$ cat config.mk
export PLATFORM = sky130hd
export DESIGN_NAME = fetch_queue
export DESIGN_NICKNAME = d
export VERILOG_FILES = /design/src/rtl/fetch_queue.sv
export SDC_FILE = /design/constraint.sdc
export NUM_CORES = 1
export LEC_CHECK = 0
export CELL_PAD_IN_SITES_DETAIL_PLACEMENT = 0
export CELL_PAD_IN_SITES_GLOBAL_PLACEMENT = 1
export CORE_MARGIN = 3
export CORE_UTILIZATION = 40
export DETAILED_ROUTE_END_ITERATION = 10
export HOLD_SLACK_MARGIN = 0.1
export PLACE_DENSITY = 0.8
export SLEW_MARGIN = 20
export SYNTH_ARGS = -nofsm -noshare
export SYNTH_HDL_FRONTEND = slang
export SYNTH_SLANG_ARGS = --single-unit
$ cat constraint.sdc
create_clock -name clk -period 3.5 [get_ports clk]
set_input_delay 0.35 -clock clk [delete_from_list [all_inputs] [get_ports clk]]
set_output_delay 0.35 -clock clk [all_outputs]
set_load 0.01 [all_outputs]
$ cat src/rtl/fetch_queue.sv
// Instruction prefetch queue: issues in-order fetch requests under a credit limit,
// buffers returned words with their PCs, and flushes cleanly on a redirect.
module fetch_queue #(
    parameter int unsigned DEPTH    = 4,
    parameter logic [31:0] RESET_PC = 32'h0000_0000
) (
    input  logic        clk,
    input  logic        rst_n,

    output logic        imem_req_valid,
    input  logic        imem_req_ready,
    output logic [31:0] imem_req_addr,

    input  logic        imem_resp_valid,
    input  logic [31:0] imem_resp_data,

    input  logic        redirect_valid,
    input  logic [31:0] redirect_pc,
    input  logic        stall,

    output logic        out_valid,
    output logic [31:0] out_pc,
    output logic [31:0] out_instr
);

    localparam int unsigned PTR_W = $clog2(DEPTH);
    localparam int unsigned CNT_W = PTR_W + 1;
    localparam logic [CNT_W:0] DEPTH_EXT = (CNT_W + 1)'(DEPTH);

    logic [31:0]      pc_mem    [DEPTH];
    logic [31:0]      instr_mem [DEPTH];
    logic [PTR_W-1:0] rd_ptr;
    logic [PTR_W-1:0] wr_ptr;
    logic [CNT_W-1:0] count;
    logic [CNT_W-1:0] inflight;
    logic [CNT_W-1:0] discard;
    logic [CNT_W-1:0] inflight_next;
    logic [CNT_W:0]   credit_used;
    logic [31:0]      fetch_pc;
    logic [31:0]      resp_pc;
    logic [31:0]      redirect_aligned;

    logic req_fire;
    logic resp_take;
    logic resp_drop;
    logic enq;
    logic deq;

    // Every queued entry plus every outstanding request holds one slot, so the
    // queue can never be asked to absorb more than DEPTH words.
    assign credit_used      = {1'b0, count} + {1'b0, inflight};
    assign imem_req_valid   = rst_n && !redirect_valid && (credit_used < DEPTH_EXT);
    assign imem_req_addr    = fetch_pc;
    assign redirect_aligned = {redirect_pc[31:2], 2'b00};

    assign req_fire  = imem_req_valid && imem_req_ready;
    assign resp_take = imem_resp_valid && (inflight != '0);
    assign resp_drop = resp_take && (discard != '0);
    assign enq       = resp_take && (discard == '0) && !redirect_valid;

    assign out_valid = (count != '0);
    assign deq       = out_valid && !stall && !redirect_valid;
    assign out_pc    = pc_mem[rd_ptr];
    assign out_instr = instr_mem[rd_ptr];

    always_comb begin
        inflight_next = inflight;
        if (req_fire && !resp_take) begin
            inflight_next = inflight + 1'b1;
        end else if (!req_fire && resp_take) begin
            inflight_next = inflight - 1'b1;
        end
    end

    // On a redirect everything still in flight belongs to the old path, so the
    // surviving inflight count becomes the number of responses to throw away.
    always_ff @(posedge clk) begin
        if (!rst_n) begin
            rd_ptr   <= '0;
            wr_ptr   <= '0;
            count    <= '0;
            inflight <= '0;
            discard  <= '0;
            fetch_pc <= RESET_PC;
            resp_pc  <= RESET_PC;
        end else if (redirect_valid) begin
            rd_ptr   <= '0;
            wr_ptr   <= '0;
            count    <= '0;
            inflight <= inflight_next;
            discard  <= inflight_next;
            fetch_pc <= redirect_aligned;
            resp_pc  <= redirect_aligned;
        end else begin
            inflight <= inflight_next;
            if (req_fire) begin
                fetch_pc <= fetch_pc + 32'd4;
            end
            if (resp_drop) begin
                discard <= discard - 1'b1;
            end
            if (enq) begin
                wr_ptr  <= wr_ptr + 1'b1;
                resp_pc <= resp_pc + 32'd4;
            end
            if (deq) begin
                rd_ptr <= rd_ptr + 1'b1;
            end
            if (enq && !deq) begin
                count <= count + 1'b1;
            end else if (!enq && deq) begin
                count <= count - 1'b1;
            end
        end
    end

    always_ff @(posedge clk) begin
        if (rst_n && enq) begin
            pc_mem[wr_ptr]    <= resp_pc;
            instr_mem[wr_ptr] <= imem_resp_data;
        end
    end

endmodule

### Word level (Yosys, flattened, before mapping)

Memories as Yosys holds them, arrays and structs flattened. A register that Yosys moved wholly into a read port is not among the register bits.
Index checks and enable logic that the tools add are counted.

| storage, ports and cells | value |
|---|---|
| flip-flop bits (word level) | 77 |
| memories kept | 2 |
| output and inout bits | 98 |
| logic and storage cells | 68 |
| RAM bits | 256 |

Memory list:

| memory | words | bits a word | read ports | clocked after memory_dff | wr ports | RTL line | source |
|---|---|---|---|---|---|---|---|
| instr_mem | 4 | 32 | 1 | 1 | 1 | 31 | `logic [31:0] instr_mem [DEPTH];` |
| pc_mem | 4 | 32 | 1 | 1 | 1 | 30 | `logic [31:0] pc_mem [DEPTH];` |

| operators by class | value |
|---|---|
| bitwise operators | 1 |
| reductions and logical operators | 29 |
| order comparisons | 1 |
| muxes and demuxes | 16 |
| $add $sub $neg | 10 |

Operators with widths:

| operator | number |
|---|---|
| 2-to-1 mux 32 bit | 4 |
| adder 32 x 3 -> 32 bit (second input constant) | 2 |
| 2-to-1 mux 3 bit | 6 |
| logical AND 1 bit | 14 |
| nonzero test 3 bit | 3 |
| subtractor 3 x 1 -> 3 bit (second input constant) | 3 |
| 2-to-1 mux 2 bit | 4 |
| nonzero test 2 bit | 4 |
| adder 3 x 1 -> 3 bit (second input constant) | 2 |
| logical NOT 1 bit | 6 |
| adder 2 x 1 -> 2 bit (second input constant) | 2 |
| adder 3 x 3 -> 4 bit | 1 |
| < comparator 4 x 3 -> 1 bit (second input constant) | 1 |
| logical NOT 3 bit | 1 |
| 2-to-1 mux 1 bit | 2 |
| OR reduction 2 bit | 1 |
| inverter 1 bit | 1 |

### Longest topological paths before layout

| depth | value |
|---|---|
| depth after elaboration | 9 |
| mapped depth | 12 |
| mapped depth without buffers | 11 |

### Least setup slack after synthesis

Ideal clock, no wire load.

| timing | value |
|---|---|
| path kind | register -> register |
| start point | register inflight[0] |
| end point | memory instr_mem[0][0], enable pin |
| data required time | 3.073 ns |
| cell stages (with the launch flop) | 8 |
| arrival | 3.045 ns |
| slack | 0.028 ns |
| cell sequence | dfxtp_1 -> inv_1 -> ha_1 -> ha_1 -> nor4bb_1 -> clkbuf_2 -> clkbuf_1 -> and3_1 |

| between the ends | value |
|---|---|
| longest elaborated chain between the ends | 7 |

RTL lines:

| item | RTL line | source |
|---|---|---|
| from (decl) | 35 | `logic [CNT_W-1:0] inflight;` |
| from (signal assigned) | 90 | `inflight <= inflight_next;` |
| from (signal assigned) | 95 | `inflight <= inflight_next;` |
| nonzero test 3 bit | 57 | `assign resp_take = imem_resp_valid && (inflight != '0);` |
| logical AND 1 bit | 57 |  |
| logical AND 1 bit (2 in series) | 59 | `assign enq = resp_take && (discard == '0) && !redirect_valid;` |
| logical AND 1 bit | 118 | `if (rst_n && enq) begin` |
| 2-to-1 mux 1 bit | 118 |  |
| 2-to-1 mux 1 bit (not written as such) | 120 | `instr_mem[wr_ptr] <= imem_resp_data;` |
| to (decl) | 31 |  |

No other way between the ends.

==> run metrics <==
H-tree levels=2; TritonCTS Buffers=35; ordered list of cells on the worst path=buf_4 > mux4_2 > clkdlybuf4s50_1; quantity of hold-fixing buffers added after cts=0; total die area=about 36000 um^2; final antenna diode count=0; worst-path fanout max=17; worst path buffer plus inverter count=2; detailed-route wire length per cell=roughly 20 um; number of DRC markers after the initial detailed-route iteration=approximately 860; worst slack after detailed placement=between 0.7 and 0.8 ns; Met2 Routed Length=~14 mm; wire length of the first global-routing pass=slightly below 50 mm; Hold/Removal Path Class=input pin to register; ys flop type=edfxtp_1; Post-Synthesis Cells=891; total detailed-routing wirelength=about 31 mm; relative area change from synthesis to final layout=24.4%; Placed Instances=roughly 1500; maximum vdd ir drop=about 0.33 mV; horizontal die dimension=190 um; Detail Route Antenna Nets=0; ratio of cells with drive above 1 in the final layout=roughly 14%; CTS root buf=clkbuf_16; cell leakage power=about 5.3 nW; Sum Neg Setup Slack=0 ns; count of warnings emitted by yosys=0; count of vias placed by the detailed router=roughly 8700; EDFF count, synth=248; Max-Cap Viols=0; highest metal layer with signal wires=met5; number of buffers added on ports=~160; number of antenna violations at the first check in global routing=1; Pwr per Cell Area=528 nW/um^2; endpoints failing setup=0; worst slew pin tran=roughly 0.83 ns; share of the clock period used by the worst path=82.1%; global route overflow=0; number of global-route vias before repair=around 8500; Worst-path clk slew=~0.050 ns; CP top delay family=buffers and inverters; register area share after synthesis=approximately two thirds; largest net degree at the start of global routing=63; final critical-path required period=approximately 2.9 ns; Hold Vio Cnt, Final=0; core area=~33000 um^2; initial core utilization=41.1%; area of the mapped netlist=13500 um^2; post-cts repair resize count=0; unique cell type count in the Yosys netlist=70; arrival time at the worst endpoint=about 2.5 ns; mean post-synth cell area=15.2 um^2; clock buffer depth=3; capturing element type of the critical path=primary output; number of slew-limit violations in the final report=0; clock net sink count=around 320; number of storage elements in the synthesis netlist=about 320; CP Launch Type=register; class of the most critical setup path=register to primary output; count of boundary I/O pins=168; slowest cell on the critical path=clkdlybuf4s50_1; CTS tree=built; final instance count without filler cells=about 1500; Vias/cell=5.69; vertical die dimension=around 190 um; detailed route wirelength on metal3=2.65 mm; drt first pass iters=5; GRT Total Usage=17.1%; Core Rows=between 60 and 70; fraction of registers with async set or reset after synthesis=0%; detailed-route wire length on metal 1=between 10 and 15 mm; Skew-Pair Late Insertion Delay=about 0.52 ns; HPWL after detailed placement=20.5 mm; buffer count from post-CTS setup fixing=0; worst slew margin relative to its limit=a little over two fifths; worst setup skew after layout=0.0214 ns; Worst Slack Setup Final=0.627 ns; RSZ-0062 raised after global routing=no; status=complete, no violations; fillcell total=~2800; Req. time, crit path=around 3.2 ns; stage delay of the slowest cell on the critical path=between 0.5 and 0.6 ns; Max Freq=348 MHz; routability-driven placement congestion ratio=around 0.83; DRC viols=0; final net count=between 1000 and 1500
-- through the flow --
| stage | area, um^2 | power (W) | hold WS (ns) | utilization (%) |
|---|---|---|---|---|
| final | 16800 | 0.00887 | 0.401 | 51.1 |
| after global routing | 16800 | 0.00924 | 0.391 | 51.1 |
| after CTS | 16800 | 0.00897 | 0.352 | 51.1 |
| after detailed placement | 15700 | 0.00537 | 0.498 | 47.7 |
| after global placement | 15700 | 0.00536 | 0.481 | 47.7 |
| after floorplan | 13500 | 0.00495 | 0.449 | - |
-- sequential cells by signal (all words and copies together) (netlist names), named ones only --
register	flops
rd_ptr	2
inflight	3
discard	3
pc_mem	120
wr_ptr	2
instr_mem	128
resp_pc	30
count	3
imem_req_addr	30
-- cell families (layout without fill, tap and decap cells) --
kind of cell	count (synthesis)	in the layout	share of synthesized area, %
AND/OR/NAND/NOR	246	246	10.7
XOR/XNOR	19	19	1.23
other	1	4	0.0278
buffers and inverters	73	260	2.25
multiplexers	64	64	10.5
AO/OA/AOI/OAI	150	150	7.53
flip-flops	323	323	66.3
adder cells (fa/ha/maj)	15	15	1.45
-- worst paths after layout --
| path | start | end | slack [ns] | cells past startpoint |
|---|---|---|---|---|
| max | register | out_pc[10] | 0.63 | 3 |
| min | redirect_valid | imem_req_addr[21] | 0.40 | 3 |
| max reg2reg | inflight[0] | resp_pc[18] | 0.76 | 7 |
| min reg2reg | wr_ptr[1] | wr_ptr[1] | 0.50 | 2 |
-- where the power goes --
| part | internal, W | switching (W) | total (W) |
|---|---|---|---|
| sequential | 0.00426 | 0.000137 | 0.00440 |
| combinational | 0.000435 | 0.000469 | 0.000904 |
| clock | 0.00212 | 0.00146 | 0.00357 |
| total | 0.00681 | 0.00206 | 0.00887 |
-- cell usage in the layout (no fill, tap or decap), types with 9 or more instances in the layout --
master           instances
nor3_1                  14
nor2_1                  20
buf_4                   12
nand3_1                 35
and4_1                  14
o31ai_1                  9
a21oi_1                 20
clkbuf_16               35
edfxtp_1               248
nand4_1                 27
ha_1                    14
inv_1                   17
a211oi_1                10
or3_1                   10
a31oi_1                 22
mux4_2                  62
nor4_1                  15
dfxtp_1                 73
clkdlybuf4s50_1        160
xor2_1                   9
o21ai_0                 38
nand2_1                 47
or4_1                   15
xnor2_1                 10
and3_1                  10
-- layout make-up --
type | count | area (um^2) | area share [%]
sequential | 323 | 8950 | 53.3
multi-input combinational | 498 | 4270 | 25.4
timing repair buffer | 179 | 1820 | 10.8
clock buffer | 41 | 918 | 5.47
tap | 442 | 553 | 3.29
clock inverter | 21 | 211 | 1.26
inverter | 19 | 71.3 | 0.425
-- worst reg2reg max path: cells and delay by family, from the launching register on --
| family | cells | cell delay (ns) |
|---|---|---|
| and+or+nand+nor | 3 | 1.62 |
| buffers and inverters | 1 | 0.09 |
| AOI/OAI and AO/OA | 1 | 0.16 |
| DFF | 1 | 0.37 |
| adders and majority gates | 2 | 0.42 |
-- routing by layer --
layer  GRT usage [%]  vias up
met5               0        -
met4            3.47        2
met3            3.91       38
met2            26.1      380
met1            25.4     4289
li1                -     3950
-- synth_stat cells, drive strengths merged, types with 20 or more instances --
master | number | area share (%)
a21oi | 20 | 0.74
a31oi | 22 | 1.0
buf | 20 | 0.77
clkbuf | 34 | 0.95
dfxtp | 75 | 11
edfxtp | 248 | 55
mux4 | 62 | 10
nand2 | 47 | 1.3
nand3 | 36 | 1.4
nand4 | 28 | 1.3
nor2 | 20 | 0.56
o21ai | 38 | 1.4
(Power assumes the default switching activity.)
